`src/rtl/mux4_rr_sequencer.sv`:
```
// rtl/mux4_rr_sequencer.sv - round-robin select sequencer for a 4-input registered mux stage
module mux4_rr_sequencer #(
  parameter int BURST = 2,
  parameter int CNT_W = 4
) (
  input  logic       clock,
  input  logic       reset,
  input  logic [3:0] req,
  input  logic       out_ready,
  output logic [1:0] select,
  output logic [3:0] grant,
  output logic       out_valid,
  output logic       busy
);

  localparam logic [CNT_W-1:0] BURST_LAST = CNT_W'(BURST - 1);

  logic [1:0]       sel_q, sel_d;
  logic [3:0]       gnt_q, gnt_d;
  logic             vld_q, vld_d;
  logic [CNT_W-1:0] burst_cnt, burst_d;

  logic             advance;
  logic             cont;
  logic             found;
  logic [1:0]       hit;
  logic [1:0]       idx;

  // A held beat blocks progress only while the downstream is not taking it.
  assign advance   = !vld_q || out_ready;
  assign grant     = advance ? gnt_q : 4'b0000;
  assign select    = sel_q;
  assign out_valid = vld_q;
  assign busy      = (|gnt_q) || vld_q;

  // Round-robin search starting one past the current select, wrapping back to it last.
  always_comb begin
    found = 1'b0;
    hit   = sel_q;
    idx   = sel_q;
    for (int k = 1; k <= 4; k++) begin
      idx = sel_q + 2'(k);
      if (!found && req[idx]) begin
        found = 1'b1;
        hit   = idx;
      end
    end
  end

  // Next-state: continue the current burst, rotate to the next requester, or go quiet.
  always_comb begin
    sel_d   = sel_q;
    gnt_d   = gnt_q;
    vld_d   = vld_q;
    burst_d = burst_cnt;
    cont    = (|gnt_q) && req[sel_q] && (burst_cnt < BURST_LAST);
    if (advance) begin
      vld_d = |gnt_q;
      if (cont) begin
        burst_d = burst_cnt + CNT_W'(1);
      end else if (found) begin
        sel_d   = hit;
        gnt_d   = 4'b0001 << hit;
        burst_d = '0;
      end else begin
        gnt_d   = 4'b0000;
        burst_d = '0;
      end
    end
  end

  // State registers; reset discards any in-flight beat immediately.
  always_ff @(posedge clock or negedge reset) begin
    if (!reset) begin
      sel_q     <= 2'd0;
      gnt_q     <= 4'b0000;
      vld_q     <= 1'b0;
      burst_cnt <= '0;
    end else begin
      sel_q     <= sel_d;
      gnt_q     <= gnt_d;
      vld_q     <= vld_d;
      burst_cnt <= burst_d;
    end
  end

endmodule

```
`config.mk`:
```
export PLATFORM = sky130hd
export DESIGN_NAME = mux4_rr_sequencer
export DESIGN_NICKNAME = d
export VERILOG_FILES = /design/src/rtl/mux4_rr_sequencer.sv
export SDC_FILE = /design/constraint.sdc
export NUM_CORES = 1
export LEC_CHECK = 0
export CORE_MARGIN = 1.5
export CORE_UTILIZATION = 48
export DETAILED_ROUTE_END_ITERATION = 7
export PLACE_DENSITY_LB_ADDON = 0.2
export SKIP_CTS_REPAIR_TIMING = 1
export SLEW_MARGIN = 0
export SYNTH_ARGS = -nofsm -noshare
export SYNTH_HDL_FRONTEND = slang
export SYNTH_SLANG_ARGS = --single-unit
export TNS_END_PERCENT = 50
```
`constraint.sdc`:
```
create_clock -name clock -period 2.2 [get_ports clock]
set_clock_uncertainty 0.15 [all_clocks]
set_input_delay 0.66 -clock clock [delete_from_list [all_inputs] [get_ports clock]]
set_output_delay 0.66 -clock clock [all_outputs]
set_load 0.02 [all_outputs]
```
==> metrics.csv <==
metric,value,unit
GRT Util Overall,21.9,%
RSZ-0062 raised after global routing,true,
worst skew pair latency,270,ps
critical path data arrival time,1340,ps
Final setup viols,0,
CTS tree,done,
most frequent cells in the layout,"14 x buf_4, 11 x dfrtp_1, 8 x nor2_1, 8 x clkdlybuf4s50_1",
register bit count reported by yosys,11,
setup TNS,0,ps
flop-to-flop setup slack,230,ps
Global Route met3 Usage,3.80,%
first-pass GRT wire length,2330,um
reg2reg end,select[1],
Post-DP HPWL,1160,um
row cnt,13,
Peak Freq,465,MHz
Crit Path Class,reg -> out,
Fin. Hold Viols,0,
clk buf depth,2,
GR Util met1,23.2,%
static leakage,0.000462,uW
share of cells above drive strength 1,34.7,%
"Seq/Total Area, Yosys",40.4,%
routed vias/inst,5.53,
Max Slew Vio Count,0,
Mean Syn Cell Area,10.3,um^2
Initial Utilization,51.8,%
worst hold path startpoint,burst_cnt[3],
DRT iter0 DRCs,17,
Core Box Area,0.00132,mm^2
worst ir drop on vdd,0.000730,V
Post-Syn Area,682,um^2
RD Place Congestion,0.720,
Post-synth ARST share,100,%
antenna violations before repair,0,
worst hold path stage count,2,
Worst Setup Start Kind,flip-flop,
Tmin final,2150,ps
Post-synth EDFFs,0,
Post-synth top flop,dfrtp_1,
CP Data Required Time,1390,ps
Post-DRT Antenna Nets,0,
"Warnings, synthesis",0,
Power Dens Cells,1470,mW/mm^2
crit-path max cell delay,410,ps
CP Cell Sequence,nor4_4 > or2b_1 > buf_6,
CTS root buffer,clkbuf_4,
Setup crit start,gnt_q[3],
met2 Resource Use GR,40.5,%
Reg2Reg Launch Point,gnt_q[3],
final net count,105,
Final Cycle Share,97.7,%
port bufs,14,
detailed-route wire length,1430,um
Hold Crit Class,reg -> reg,
R2R depth,6,
post-synth top area share,40.4,%
DRT Pass-1 Iters,4,
vias in the first global route,565,
CP endpoint,busy,
post-synth cell types,31,
Layout area overhead,43.7,%
Slew HR,68.7,%
CP max-delay cell,dfrtp_1,
DRC Markers,0,
clk slew on worst S/H paths,70,ps
Diodes inserted,0,
Crit Path Max Fanout,2,
post-synthesis net count,75,
H-tree levels,1,
Cells after Synth,66,
crit path capture type,output pin,
"Core Util, Final",74.4,%
pin count of the biggest net entering global routing,12,
Worst Tran Pin Value,464,ps
WL/cell,13.0,um
chip height,40.7,um
Synth area leaders,"dfrtp_1 40%, a32o_1 5.9%, mux2_4 4.4%",
vias,608,
Top Usage Layer GRT,met2,
I/O pins,15,
maxcap violations,0,
"commonest non-fill, non-tap cell in the layout",buf_4,
Die Width,40.7,um
CTS sink cnt,11,
grt ovf,0,
cell accounting for the most synthesized area,dfrtp_1,
TritonCTS buffer count,3,
outcome,completed,
Total Die Area,0.00166,mm^2
-- synth_stat cells, drive strengths merged (2+ instances only) --
cell type and instances:
ha 2, dfrtp 11, a21oi 3, a32o 4, or2b 2, o21ai 3
mux2 2, and2 4, nand3 2, nand2b 2, nand2 2, buf 2
nor2 8, inv 5
-- metal layers --
metal / vias up / routed length, um
li1: 296 / -
met1: 280 / 570
met2: 28 / 758
met3: 4 / 77
met4: 0 / 24
met5: - / 0
-- report_power, final --
| group | internal [uW] | switching [uW] | total, uW |
|---|---|---|---|
| clock network | 70.2 | 65.3 | 136 |
| logic | 530 | 440 | 970 |
| registers | 280 | 56.0 | 336 |
| total | 881 | 561 | 1440 |
-- critical path: cells and delay by family (launching register included) --
family        cells  cell delay [ps]
simple gates      2              540
buf+inv           1              130
flops             1              410
-- stage by stage --
stage / setup WS (ps) / hold WS, ps / power, uW / cell area, um^2 / std cells
floorplan: 9.53 / 214 / 918 / 683 / 66
global placement: -712 / 350 / 1210 / 918 / 104
detailed placement: -721 / 363 / 1250 / 918 / 104
CTS: -728 / 373 / 1390 / 945 / 108
global route: -10.1 / 400 / 1550 / 980 / 110
finish: 51.4 / 364 / 1440 / 980 / 110
-- sequential cells by signal (all words and copies together), names as in the netlist --
signal,cells
out_valid,1
burst_cnt,4
gnt_q,4
select,2
-- worst min path at each step --
| stage | endpoint |
|---|---|
| floorplan | burst_cnt[0] |
| global placement | burst_cnt[3] |
| detailed placement | burst_cnt[3] |
| CTS | burst_cnt[3] |
| global route | burst_cnt[3] |
| finish | burst_cnt[3] |
-- logic make-up after synthesis --
group | Yosys count | share of synthesized area [%]
adder cells (fa/ha/maj) | 2 | 3.67
multiplexers | 3 | 5.87
flip-flops | 11 | 40.4
XOR/XNOR | 2 | 2.57
AND/OR/NAND/NOR | 23 | 20.2
AO/OA/AOI/OAI | 17 | 22.8
buffers and inverters | 8 | 4.59
-- layout make-up --
| class | count | area, um^2 |
|---|---|---|
| Sequential cell | 11 | 275 |
| Multi-Input combinational cell | 47 | 387 |
| Inverter | 5 | 18.8 |
| Tap cell | 15 | 18.8 |
| Timing Repair Buffer | 28 | 254 |
| Clock buffer | 4 | 26.3 |
| Fill cell | 107 | 338 |
Power figures use the tool's default switching activity.
